**src/rtl/dsp_pkg.sv**
```systemverilog
// Shared DSP datapath definitions.
//   ACC_WORD_WIDTH : width of one accumulator result word {accx[31:0], accy[31:0]}
//   acc_word_t     : accumulator result word type
package dsp_pkg;
   localparam int ACC_WORD_WIDTH = 64;
   typedef logic [ACC_WORD_WIDTH-1:0] acc_word_t;
endpackage

```
**src/rtl/accbuf_fifo.sv**
```systemverilog
// Small synchronous FIFO with first-word-fall-through head data.
//   clk, reset_n : clock, async active-low reset
//   flush        : sync empty (wins over push/pop)
//   push, wdata  : write request; ignored when full unless popped the same edge
//   pop          : read request; ignored when empty
//   full, empty  : status
//   head         : oldest entry, valid whenever empty=0
module accbuf_fifo #(
   parameter int WIDTH = 64,
   parameter int DEPTH = 4
) (
   input  logic             clk,
   input  logic             reset_n,
   input  logic             flush,
   input  logic             push,
   input  logic [WIDTH-1:0] wdata,
   input  logic             pop,
   output logic             full,
   output logic             empty,
   output logic [WIDTH-1:0] head
);
   localparam int AW = $clog2(DEPTH);

   // Pointers carry one extra wrap bit to tell full from empty.
   logic [AW:0]      wp_q, wp_d, rp_q, rp_d;
   logic [WIDTH-1:0] mem_q [DEPTH];
   logic             do_push, do_pop;

   assign empty = (wp_q == rp_q);
   assign full  = (wp_q[AW] != rp_q[AW]) && (wp_q[AW-1:0] == rp_q[AW-1:0]);
   assign head  = mem_q[rp_q[AW-1:0]];

   always_comb begin
      do_pop  = pop && !empty;
      // A pop frees the slot this same edge, so a push into a full FIFO is kept.
      do_push = push && (!full || do_pop);
      wp_d    = wp_q + {{AW{1'b0}}, do_push};
      rp_d    = rp_q + {{AW{1'b0}}, do_pop};
      if (flush) begin
         wp_d = '0;
         rp_d = '0;
      end
   end

   always_ff @(posedge clk or negedge reset_n) begin
      if (!reset_n) begin
         wp_q <= '0;
         rp_q <= '0;
      end else begin
         wp_q <= wp_d;
         rp_q <= rp_d;
      end
   end

   // Storage needs no reset: only entries between rp and wp are ever read.
   always_ff @(posedge clk) begin
      if (do_push && !flush) mem_q[wp_q[AW-1:0]] <= wdata;
   end
endmodule

```
**src/rtl/accbuf_wr_arb.sv**
```systemverilog
// Shares one accumulator-buffer BRAM write port among NCH channels.
// Each channel's results land in a per-channel FIFO; the FIFOs are drained
// round-robin, one word per cycle, into a region of the address space
// selected by channel index.
//   clk, reset_n : DSP clock, async active-low reset
//   resetacc     : sync clear of FIFOs, counts, flags, rr pointer
//   in_valid     : per-channel result strobe
//   in_data      : channel i at [i*DATA_WIDTH +: DATA_WIDTH]
//   out_we/out_addr/out_data : registered BRAM write port
//   wr_count     : words written per channel, (CH_AW+1) bits each
//   full_ch      : region full, further results discarded
//   ovf          : sticky FIFO-overflow drop flag
module accbuf_wr_arb
   import dsp_pkg::*;
#(
   parameter int NCH        = 4,
   parameter int DATA_WIDTH = ACC_WORD_WIDTH,
   parameter int ADDR_WIDTH = 12,
   parameter int FIFO_DEPTH = 4
) (
   input  logic                                         clk,
   input  logic                                         reset_n,
   input  logic                                         resetacc,
   input  logic [NCH-1:0]                               in_valid,
   input  logic [NCH*DATA_WIDTH-1:0]                    in_data,
   output logic                                         out_we,
   output logic [ADDR_WIDTH-1:0]                        out_addr,
   output logic [DATA_WIDTH-1:0]                        out_data,
   output logic [NCH*(ADDR_WIDTH-$clog2(NCH)+1)-1:0]    wr_count,
   output logic [NCH-1:0]                               full_ch,
   output logic [NCH-1:0]                               ovf
);
   localparam int IW    = $clog2(NCH);
   localparam int CH_AW = ADDR_WIDTH - IW;
   localparam logic [CH_AW:0] FULL_CNT = {1'b1, {CH_AW{1'b0}}};

   logic [NCH-1:0]                 fifo_full, fifo_empty, push, pop;
   logic [NCH-1:0][DATA_WIDTH-1:0] head;

   logic [IW-1:0]                  rr_q, rr_d, cand, gnt_idx;
   logic                           gnt_vld;
   logic [NCH-1:0][CH_AW:0]        wr_cnt_q, wr_cnt_d;
   logic [NCH-1:0]                 full_q, full_d, ovf_q, ovf_d;
   logic                           out_we_q, out_we_d;
   logic [ADDR_WIDTH-1:0]          out_addr_q, out_addr_d;
   logic [DATA_WIDTH-1:0]          out_data_q, out_data_d;

   for (genvar i = 0; i < NCH; i++) begin : g_ch
      accbuf_fifo #(.WIDTH(DATA_WIDTH), .DEPTH(FIFO_DEPTH)) u_fifo (
         .clk     (clk),
         .reset_n (reset_n),
         .flush   (resetacc),
         .push    (push[i]),
         .wdata   (in_data[i*DATA_WIDTH +: DATA_WIDTH]),
         .pop     (pop[i]),
         .full    (fifo_full[i]),
         .empty   (fifo_empty[i]),
         .head    (head[i])
      );
      assign wr_count[i*(CH_AW+1) +: CH_AW+1] = wr_cnt_q[i];
   end

   // Round-robin: scan from rr_q upward (index wraps naturally, NCH is a
   // power of two) and take the first non-empty FIFO.
   always_comb begin
      gnt_vld = 1'b0;
      gnt_idx = '0;
      cand    = '0;
      for (int k = 0; k < NCH; k++) begin
         cand = rr_q + IW'(k);
         if (!gnt_vld && !fifo_empty[cand]) begin
            gnt_vld = 1'b1;
            gnt_idx = cand;
         end
      end
   end

   always_comb begin
      rr_d       = rr_q;
      wr_cnt_d   = wr_cnt_q;
      full_d     = full_q;
      ovf_d      = ovf_q;
      out_we_d   = 1'b0;
      out_addr_d = out_addr_q;
      out_data_d = out_data_q;
      push       = '0;
      pop        = '0;
      if (resetacc) begin
         rr_d     = '0;
         wr_cnt_d = '0;
         full_d   = '0;
         ovf_d    = '0;
      end else begin
         push = in_valid;
         if (gnt_vld) begin
            pop[gnt_idx] = 1'b1;
            rr_d         = gnt_idx + 1'b1;
            // Once a region is full its results are popped and thrown away
            // so the channel cannot stall the shared port.
            if (!full_q[gnt_idx]) begin
               out_we_d          = 1'b1;
               out_addr_d        = {gnt_idx, wr_cnt_q[gnt_idx][CH_AW-1:0]};
               out_data_d        = head[gnt_idx];
               wr_cnt_d[gnt_idx] = wr_cnt_q[gnt_idx] + 1'b1;
            end
         end
         for (int i = 0; i < NCH; i++) begin
            if (in_valid[i] && fifo_full[i] && !pop[i]) ovf_d[i] = 1'b1;
            full_d[i] = (wr_cnt_d[i] == FULL_CNT);
         end
      end
   end

   always_ff @(posedge clk or negedge reset_n) begin
      if (!reset_n) begin
         rr_q       <= '0;
         wr_cnt_q   <= '0;
         full_q     <= '0;
         ovf_q      <= '0;
         out_we_q   <= 1'b0;
         out_addr_q <= '0;
         out_data_q <= '0;
      end else begin
         rr_q       <= rr_d;
         wr_cnt_q   <= wr_cnt_d;
         full_q     <= full_d;
         ovf_q      <= ovf_d;
         out_we_q   <= out_we_d;
         out_addr_q <= out_addr_d;
         out_data_q <= out_data_d;
      end
   end

   assign out_we   = out_we_q;
   assign out_addr = out_addr_q;
   assign out_data = out_data_q;
   assign full_ch  = full_q;
   assign ovf      = ovf_q;
endmodule
```
**config.mk**
```make
export PLATFORM = sky130hd
export DESIGN_NAME = accbuf_wr_arb
export DESIGN_NICKNAME = d
export VERILOG_FILES = /design/src/rtl/dsp_pkg.sv /design/src/rtl/accbuf_fifo.sv /design/src/rtl/accbuf_wr_arb.sv
export SDC_FILE = /design/constraint.sdc
export NUM_CORES = 1
export LEC_CHECK = 0
export CAP_MARGIN = 15
export CORE_ASPECT_RATIO = 0.8
export CORE_UTILIZATION = 58
export DETAILED_ROUTE_END_ITERATION = 10
export HOLD_SLACK_MARGIN = 0.15
export PLACE_DENSITY = 0.86
export SYNTH_ARGS = -nofsm -noshare
export SYNTH_HDL_FRONTEND = slang
export SYNTH_SLANG_ARGS = --single-unit
```
**constraint.sdc**
```tcl
create_clock -name clk -period 11 [get_ports clk]
set_clock_uncertainty 0.1 [all_clocks]
set_input_delay 2.75 -clock clk [delete_from_list [all_inputs] [get_ports clk]]
set_output_delay 2.75 -clock clk [all_outputs]
set_load 0.01 [all_outputs]
```
==> impl_summary.txt, run 1 <==
----------------------------------------------------
[Outcome]
  Status ... finished clean

[Place]
  Area after detailed placement ... 0.0508 mm²
  Number of buffers added on ports ... 391
  Detailed placement HPWL ... 72700 µm
  Final RePlAce weighted congestion ... 0.881
  Post-placement worst setup slack ... 4.30 ns

[CTS]
  Clk sinks ... 1179
  Number of gates resized after CTS ... 0
  Post CTS Setup Buffer Count ... 0
  Clock latency on the worst-skew pair ... 0.69 ns
  Clock buffers created by TritonCTS ... 109
  Clock buffer depth ... 3
  Clock tree from TritonCTS ... done
  Hold-fix buffers at CTS ... 0
  Register clock-pin slew on the reported worst setup and hold paths ... 0.07 ns
  Number of H-tree levels ... 3
  CTS Root Buffer Type ... sky130_fd_sc_hd__clkbuf_16

[Final layout]
  Area of all placed cells without fillers ... 0.0545 mm²
  Layout cell share with drive strength beyond 1 ... 16.5%
  Layout-stage area growth over the synthesis result ... 18.8%
  Final #Nets ... 3208
  Final core utilization ... 70.2%

[Timing]
  Setup TNS ... 0 ns
  Worst setup slack after layout ... 4.15 ns
  Setup Viol. Count Final ... 0
  Final slew viol count ... 0
  Hold violation count in the final report ... 0
  Share of the clock period used by the worst path after layout ... 62.3%
  Measured slew at the worst slew-check pin ... 1.20 ns
  RSZ-0062 raised after global routing ... false
  Max_slew headroom ... 19.6%
  Shortest clock period the worst path allows after layout ... 6.85 ns
  Timing-limited maximum frequency ... 146 MHz

[Synth]
  Post-synth net total ... 2824
  Cell accounting for the most synthesized area ... sky130_fd_sc_hd__edfxtp_1
  Mapped Area ... 0.0459 mm²
  Most used DFF post-synth ... sky130_fd_sc_hd__edfxtp_1
  EDFF count, synth ... 1024
  Most area-consuming cells after synthesis ... sky130_fd_sc_hd__edfxtp_1 67%, sky130_fd_sc_hd__mux4_2 13%, sky130_fd_sc_hd__dfrtp_1 8.5%
  Cell types with the highest counts after synthesis ... 1024 x sky130_fd_sc_hd__edfxtp_1, 440 x sky130_fd_sc_hd__nand2_1, 256 x sky130_fd_sc_hd__mux4_2
  Distinct cells, synth ... 58
  Dominant cell by count in the synthesized netlist ... sky130_fd_sc_hd__edfxtp_1
  Count of synthesis-stage warnings from yosys ... 0
  Area fraction of the dominant cell type after synthesis ... 67.0%
  Average cell area after synthesis ... 18.1 µm²
  Flip-flop and latch count after synthesis ... 1179
  Fraction of the yosys area taken by sequential cells ... 75.5%
  Cell count after synthesis ... 2540
  Fraction of registers with async set or reset after synthesis ... 13.1%

[Die]
  Floorplan die area ... 0.0802 mm²
  Initial core utilization ... 59.1%
  I/O pin count ... 392
  Floorplan row count ... 91
  Vertical extent of the die ... 254 µm
  Die X-Extent ... 316 µm
  Area of the placeable core ... 0.0777 mm²

[Global route]
  Aggregate global routing overflow ... 0
  Pin count of the biggest net entering global routing ... 93
  Global-route usage over all layers ... 30.3%
  Wire length of the first global-routing pass ... 174000 µm
  Vias in the first global route ... 26500
  Initial antenna violation count ... 47

[Route]
  Avg WL per Cell ... 29.9 µm
  Via count ... 26400
  TritonRoute pass-1 iters ... 6
  Total wire length ... 122000 µm
  Average vias per placed instance ... 6.48
  Number of routed nets with antenna violations ... 0
  Starting DRC count in detailed routing ... 3363
  Number of design rule violations left after detail routing ... 0

[Worst setup path]
  Required time reported for the critical path endpoint ... 11.47 ns
  Reg2Reg Capture Point ... out_addr[1]$_DFFE_PN0P_
  CP Data Arrival Time ... 7.32 ns
  Kind of start point of the critical path ... register
  Internal reg-to-reg setup slack ... 4.15 ns
  CP Max Fanout ... 88
  Origin of the critical flop-to-flop path ... g_ch[0].u_fifo.rp_q[1]$_DFF_PN0_
  Worst r2r path cells ... 12
  Type of the worst setup path ... reg -> reg
  Type of element capturing the critical path ... register

[Min path]
  Class of the tightest hold or removal check ... reg -> reg
  WHS Path Cells ... 2
  Start point of the worst min-delay path ... out_data[19]$_DFFE_PN0P_
  Hold-critical path endpoint ... out_data[19]$_DFFE_PN0P_

[Job]
  # Max-Cap Violations ... 0

[Power and ir drop]
  Leak Pwr ... 18.2 nW
  Share of total power consumed by net switching ... 28.7%
  NetSw ... 3.26 mW
  IR Drop Worst-Case VDD ... 129 µV
  Clock share of power ... 33.0%
  Internal power ... 8.09 mW
  Logic gate share of total power ... 19.3%
  Power per cell area ... 208 mW/mm²
  Fraction of power consumed by sequential logic ... 47.7%

----------------------------------------------------
-- registers in the layout (all words and copies together), names as in the netlist --
register	flops
g_ch.u_fifo.rp_q	12
wr_count	44
out_we	1
out_data	64
g_ch.u_fifo.mem_q	1024
g_ch.u_fifo.wp_q	12
full_ch	4
rr_q	2
out_addr	12
ovf	4
-- cell type report --
class | instances | area (µm²)
Tap cell | 1023 | 1280
Fill cell | 4437 | 23200
Timing Repair Buffer | 419 | 4140
Multi-Input combinational cell | 1208 | 10700
Clock buffer | 142 | 2990
Antenna cell | 35 | 87.6
Sequential cell | 1179 | 34700
Inverter | 7 | 33.8
Clock inverter | 64 | 558
-- metrics by stage --
stage / std cells / total power, mW / hold slack (ns)
2_1_floorplan: 2540 / 6.54 / 0.416
3_3_place_gp: 3835 / 7.51 / 0.374
3_5_place_dp: 3835 / 7.60 / 0.382
4_1_cts: 4041 / 11.3 / 0.399
5_1_grt: 4069 / 11.7 / 0.424
6_report: 4077 / 11.4 / 0.396
-- cell usage in the layout, fill, tap and decap left out, types with 8 or more instances in the layout --
master and count:
sky130_fd_sc_hd__xnor2_1 23, sky130_fd_sc_hd__dfrtp_1 147, sky130_fd_sc_hd__nor2b_1 16, sky130_fd_sc_hd__clkbuf_8 10, sky130_fd_sc_hd__nor2_1 68, sky130_fd_sc_hd__diode_2 35, sky130_fd_sc_hd__clkinv_2 24, sky130_fd_sc_hd__ha_1 21
sky130_fd_sc_hd__clkinv_1 21, sky130_fd_sc_hd__edfxtp_1 1024, sky130_fd_sc_hd__o21ai_0 141, sky130_fd_sc_hd__nand2_1 440, sky130_fd_sc_hd__mux4_2 256, sky130_fd_sc_hd__buf_4 27, sky130_fd_sc_hd__and3_1 9, sky130_fd_sc_hd__a21oi_1 18
sky130_fd_sc_hd__clkdlybuf4s50_1 389, sky130_fd_sc_hd__nand3_1 77, sky130_fd_sc_hd__dfrtp_4 8, sky130_fd_sc_hd__a211oi_1 40, sky130_fd_sc_hd__clkbuf_1 21, sky130_fd_sc_hd__clkbuf_16 111
-- how the worst max path moves through the flow --
| stage | startpoint | endpoint | cells after the start |
|---|---|---|---|
| floorplan | resetacc | g_ch[1].u_fifo.mem_q[0][0]$_DFFE_PP_ | 5 |
| global placement | g_ch[1].u_fifo.rp_q[1]$_DFF_PN0_ | out_addr[1]$_DFFE_PN0P_ | 12 |
| detailed placement | g_ch[1].u_fifo.rp_q[1]$_DFF_PN0_ | out_addr[1]$_DFFE_PN0P_ | 12 |
| CTS | g_ch[1].u_fifo.rp_q[1]$_DFF_PN0_ | out_addr[1]$_DFFE_PN0P_ | 12 |
| global route | g_ch[0].u_fifo.rp_q[1]$_DFF_PN0_ | out_addr[1]$_DFFE_PN0P_ | 12 |
| finish | g_ch[0].u_fifo.rp_q[1]$_DFF_PN0_ | out_addr[1]$_DFFE_PN0P_ | 12 |
-- power groups by stage --
| stage | Sequential [mW] | Clock (mW) | Combinational [mW] |
|---|---|---|---|
| after floorplan | 5.46 | 0 | 1.09 |
| after global routing | 5.43 | 3.92 | 2.33 |
| after detailed placement | 5.48 | 0 | 2.12 |
| after CTS | 5.40 | 3.76 | 2.17 |
| after global placement | 5.47 | 0 | 2.04 |
| final | 5.41 | 3.74 | 2.20 |
-- worst max-delay path, cell delays in order (launching register included) --
cell and delay, ns:
sky130_fd_sc_hd__dfrtp_4 1.15, sky130_fd_sc_hd__xnor2_1 0.26, sky130_fd_sc_hd__nand3_1 0.23, sky130_fd_sc_hd__o2bb2ai_1 0.22
sky130_fd_sc_hd__nor2_4 0.60, sky130_fd_sc_hd__buf_4 0.78, sky130_fd_sc_hd__clkinv_4 0.79, sky130_fd_sc_hd__nand2_1 0.26
sky130_fd_sc_hd__nand2_1 0.08, sky130_fd_sc_hd__o21ai_1 0.36, sky130_fd_sc_hd__nand3_4 0.64, sky130_fd_sc_hd__buf_4 0.63
sky130_fd_sc_hd__mux2_2 0.41
-- kinds of logic after synthesis --
| logic type | count (synthesis) | share of synthesized area (%) |
|---|---|---|
| buffers and inverters | 153 | 1.33 |
| multiplexers | 263 | 12.7 |
| flip-flops | 1179 | 75.5 |
| AND/OR/NAND/NOR | 663 | 6.21 |
| XOR/XNOR | 31 | 0.657 |
| AO/OA/AOI/OAI | 230 | 3.01 |
| adder cells (fa/ha/maj) | 21 | 0.573 |
-- metal layers --
layer | track usage, % | vias to the layer above | part of all wire [%]
met5 | 0 | - | 0.18
met4 | 11.6 | 32 | 3.9
met3 | 7.55 | 324 | 11
met2 | 48.6 | 1819 | 49
met1 | 40.5 | 13500 | 36
li1 | - | 10700 | -
Note: power is estimated with default switching activity, not from simulation.
==> run 2, diff against run 1 <==
==> constraint.sdc (replaced) <==
create_clock -name clk -period 7 [get_ports clk]
set_clock_uncertainty 0.1 [all_clocks]
set_input_delay 1.75 -clock clk [delete_from_list [all_inputs] [get_ports clk]]
set_output_delay 1.75 -clock clk [all_outputs]
set_load 0.01 [all_outputs]
==> run 2 against run 1 <==
Net effect: die area is the same; clock-buffer cell count grew 3; global-route usage grew 2.7 points; combinational power grew 61%; sequential cell count is the same; via count grew 4.1%; sequential share of layout area shrank 0.086 points; cell count grew 0.47%; maximum frequency grew 19%; first-iteration DRC count grew 36%.
==> impl_summary.txt, run 2 (synthesis gave the netlist of run 1 again) <==
----------------------------------------------------
[Global route]
  Wire length of the first global-routing pass ... 187000 µm (+7.5%)
  Vias in the first global route ... 27700 (+4.4%)
  Global-route usage over all layers ... 33.0% (+2.7 points)
  Initial antenna violation count ... 65 (+38%)
  Pin count of the biggest net entering global routing ... 79 (-15%)
  Aggregate global routing overflow ... 0 (unchanged)

[Worst setup path]
  Reg2Reg Capture Point ... out_data[6]$_DFFE_PN0P_
  Required time reported for the critical path endpoint ... 7.42 ns (-4.05 ns)
  Cell family contributing the most delay on the critical path ... simple AND/OR/NAND/NOR gates
  CP Data Arrival Time ... 6.15 ns (-1.17 ns)
  Cell repeated most along the worst path ... sky130_fd_sc_hd__nand2_1
  Origin of the critical flop-to-flop path ... g_ch[0].u_fifo.rp_q[0]$_DFF_PN0_
  Slowest stage cell on the critical path ... sky130_fd_sc_hd__clkinv_4
  Slowest cell delay on critical path ... 0.79 ns (-0.36 ns)
  Kind of start point of the critical path ... register
  Type of the worst setup path ... reg -> reg
  Buffers and inverters on the worst path ... 2 (-1)
  Internal reg-to-reg setup slack ... 1.26 ns (-2.89 ns)
  Ordered list of cells on the worst path ... xnor2_1 -> nand3_1 -> o2bb2ai_1 -> nor2_4 -> clkinv_4 -> nand2_1 -> nand2_1 -> o21ai_1 -> nand3_4 -> buf_12 -> nand2_1 -> o21ai_0
  CP Max Fanout ... 77 (-13%)
  Worst r2r path cells ... 12 (unchanged)
  Type of element capturing the critical path ... register
  Total stage count of the critical path ... 12 (unchanged)

[Power and ir drop]
  Clock share of power ... 32.7% (-0.3 points)
  Leak Pwr ... 18.1 nW (about the same)
  NetSw ... 5.26 mW (+61%)
  Fraction of power consumed by sequential logic ... 47.5% (-0.2 points)
  Logic gate share of total power ... 19.8% (+0.5 points)
  Internal power ... 12.7 mW (+56%)
  IR Drop Worst-Case VDD ... 236 µV (+83%)
  Share of total power consumed by net switching ... 29.4% (+0.65 points)
  Power per cell area ... 328 mW/mm² (+58%)

[Final layout]
  Number of standard cells in the layout, taps in and fillers out ... 4096 (+0.47%)
  Final #Nets ... 3217 (+0.28%)
  Max FFs per register ... 1024 (unchanged)
  Area of all placed cells without fillers ... 0.0546 mm² (+0.14%)
  Layout cell share with drive strength beyond 1 ... 16.6% (+0.028 points)
  Commonest cells after routing, fill and taps aside ... 1024 x sky130_fd_sc_hd__edfxtp_1, 440 x sky130_fd_sc_hd__nand2_1, 389 x sky130_fd_sc_hd__clkdlybuf4s50_1
  Final core utilization ... 70.3% (+0.095 points)
  Layout-stage area growth over the synthesis result ... 19.0%
  Most common cell after layout, fill and taps aside ... sky130_fd_sc_hd__edfxtp_1

[Timing]
  Setup Viol. Count Final ... 0 (unchanged)
  Final slew viol count ... 0 (unchanged)
  Shortest clock period the worst path allows after layout ... 5.74 ns (-1.11 ns)
  Max_slew headroom ... 16.3% (-3.3 points)
  Timing-limited maximum frequency ... 174 MHz (+19%)
  Tightest hold margin ... 0.384 ns (-0.0122 ns)
  Setup TNS ... 0 ns (unchanged)
  Share of the clock period used by the worst path after layout ... 82.0% (+20 points)
  Hold violation count in the final report ... 0 (unchanged)
  RSZ-0062 raised after global routing ... false
  Measured slew at the worst slew-check pin ... 1.26 ns (+0.0526 ns)

[CTS]
  CTS Root Buffer Type ... sky130_fd_sc_hd__clkbuf_16
  Register clock-pin slew on the reported worst setup and hold paths ... 0.07 ns (about the same)
  Clock latency on the worst-skew pair ... 0.70 ns (about the same)
  Post CTS Setup Buffer Count ... 0 (unchanged)
  Clock buffer depth ... 3 (unchanged)
  Clock buffers created by TritonCTS ... 108 (-0.92%)
  Number of gates resized after CTS ... 0 (unchanged)
  Clk sinks ... 1179 (unchanged)
  Number of H-tree levels ... 3 (unchanged)
  Clock tree from TritonCTS ... done
  Hold-fix buffers at CTS ... 0 (unchanged)

[Route]
  Via count ... 27500 (+4.1%)
  Number of design rule violations left after detail routing ... 0 (unchanged)
  Total wire length ... 134000 µm (+9.9%)
  Starting DRC count in detailed routing ... 4582 (+36%)
  Average vias per placed instance ... 6.72 (+3.6%)
  Avg WL per Cell ... 32.7 µm (+9.4%)
  TritonRoute pass-1 iters ... 6 (unchanged)
  Number of routed nets with antenna violations ... 0 (unchanged)

[Die]
  Area of the placeable core ... 0.0777 mm² (unchanged)
  I/O pin count ... 392 (unchanged)
  Initial core utilization ... 59.1% (unchanged)
  Vertical extent of the die ... 254 µm (unchanged)
  Die X-Extent ... 316 µm (unchanged)
  Floorplan die area ... 0.0802 mm² (unchanged)
  Floorplan row count ... 91 (unchanged)

[Place]
  Detailed placement HPWL ... 74900 µm (+2.9%)
  Area after detailed placement ... 0.0510 mm² (+0.27%)
  Number of placed instances with taps included ... 3845 (+0.26%)
  Number of buffers added on ports ... 391 (unchanged)
  Final RePlAce weighted congestion ... 0.881 (about the same)

[Min path]
  Class of the tightest hold or removal check ... reg -> reg
  Hold-critical path endpoint ... out_data[57]$_DFFE_PN0P_
  WHS Path Cells ... 2 (unchanged)
  Start point of the worst min-delay path ... out_data[57]$_DFFE_PN0P_

[Outcome]
  Status ... finished clean

[Job]
  # Max-Cap Violations ... 0 (unchanged)

----------------------------------------------------
[run 2: changes by cell type in the layout (fill, tap and decap cells not counted), moves of 2 or more]
cell,before,now
sky130_fd_sc_hd__buf_4,27,34
sky130_fd_sc_hd__clkinv_1,21,18
sky130_fd_sc_hd__clkbuf_8,10,8
sky130_fd_sc_hd__clkinv_2,24,21
sky130_fd_sc_hd__buf_12,0,4
sky130_fd_sc_hd__clkbuf_16,111,108
sky130_fd_sc_hd__clkinvlp_4,2,5
sky130_fd_sc_hd__nor3b_4,0,4
sky130_fd_sc_hd__clkbuf_1,21,29
sky130_fd_sc_hd__diode_2,35,47
sky130_fd_sc_hd__clkinv_4,5,2
sky130_fd_sc_hd__nor3b_2,4,0
[run 2: layout make-up]
type                            instances  area (µm²)
Clock inverter                         58         544
Clock buffer                          145        2920
Timing Repair Buffer                  429        4250
Tap cell                             1023        1280
Antenna cell                           47         118
Multi-Input combinational cell       1208       10800
Inverter                                7        33.8
Sequential cell                      1179       34700
Fill cell                            4317       23100
[run 2: worst max-delay path by stage]
stage	start	to	slack, ns
after floorplan	g_ch[1].u_fifo.rp_q[2]$_DFF_PN0_	g_ch[2].u_fifo.mem_q[1][0]$_DFFE_PP_	0.99
after global placement	g_ch[3].u_fifo.rp_q[0]$_DFF_PN0_	out_data[13]$_DFFE_PN0P_	1.84
after detailed placement	g_ch[0].u_fifo.rp_q[0]$_DFF_PN0_	out_data[6]$_DFFE_PN0P_	1.63
after CTS	g_ch[0].u_fifo.rp_q[0]$_DFF_PN0_	out_data[54]$_DFFE_PN0P_	1.47
after global routing	g_ch[0].u_fifo.rp_q[0]$_DFF_PN0_	out_data[6]$_DFFE_PN0P_	1.02
final	g_ch[0].u_fifo.rp_q[0]$_DFF_PN0_	out_data[6]$_DFFE_PN0P_	1.26
[run 2: power groups by stage]
stage / clock [mW] / combinational (mW) / sequential, mW
after detailed placement: 0 / 3.37 / 8.62
after global routing: 6.11 / 3.72 / 8.53
final: 5.85 / 3.54 / 8.51
after CTS: 5.86 / 3.47 / 8.49
after global placement: 0 / 3.26 / 8.60
after floorplan: 0 / 1.71 / 8.57
[run 2: metal layers]
| metal | GRT usage, % | share of wire [%] | vias to the layer above |
|---|---|---|---|
| met2 | 51.6 | 48 | 2478 |
| li1 | - | - | 10800 |
| met3 | 9.61 | 13 | 541 |
| met5 | 0.430 | 0.22 | - |
| met1 | 42.5 | 33 | 13700 |
| met4 | 16.7 | 6.0 | 46 |
[run 2: worst register-to-register path: cells and delay by family, from the launching register on]
kind / cells / cell delay, ns
AO/OA/AOI/OAI: 3 / 0.74
XOR/XNOR: 1 / 0.46
flip-flops: 1 / 0.70
buffers and inverters: 2 / 1.26
AND/OR/NAND/NOR: 6 / 2.29
[run 2: metrics by stage]
step	setup slack, ns	power, mW
finish	1.26	17.9
global placement	1.84	11.9
global route	1.02	18.4
CTS	1.47	17.8
detailed placement	1.63	12.0
floorplan	0.989	10.3
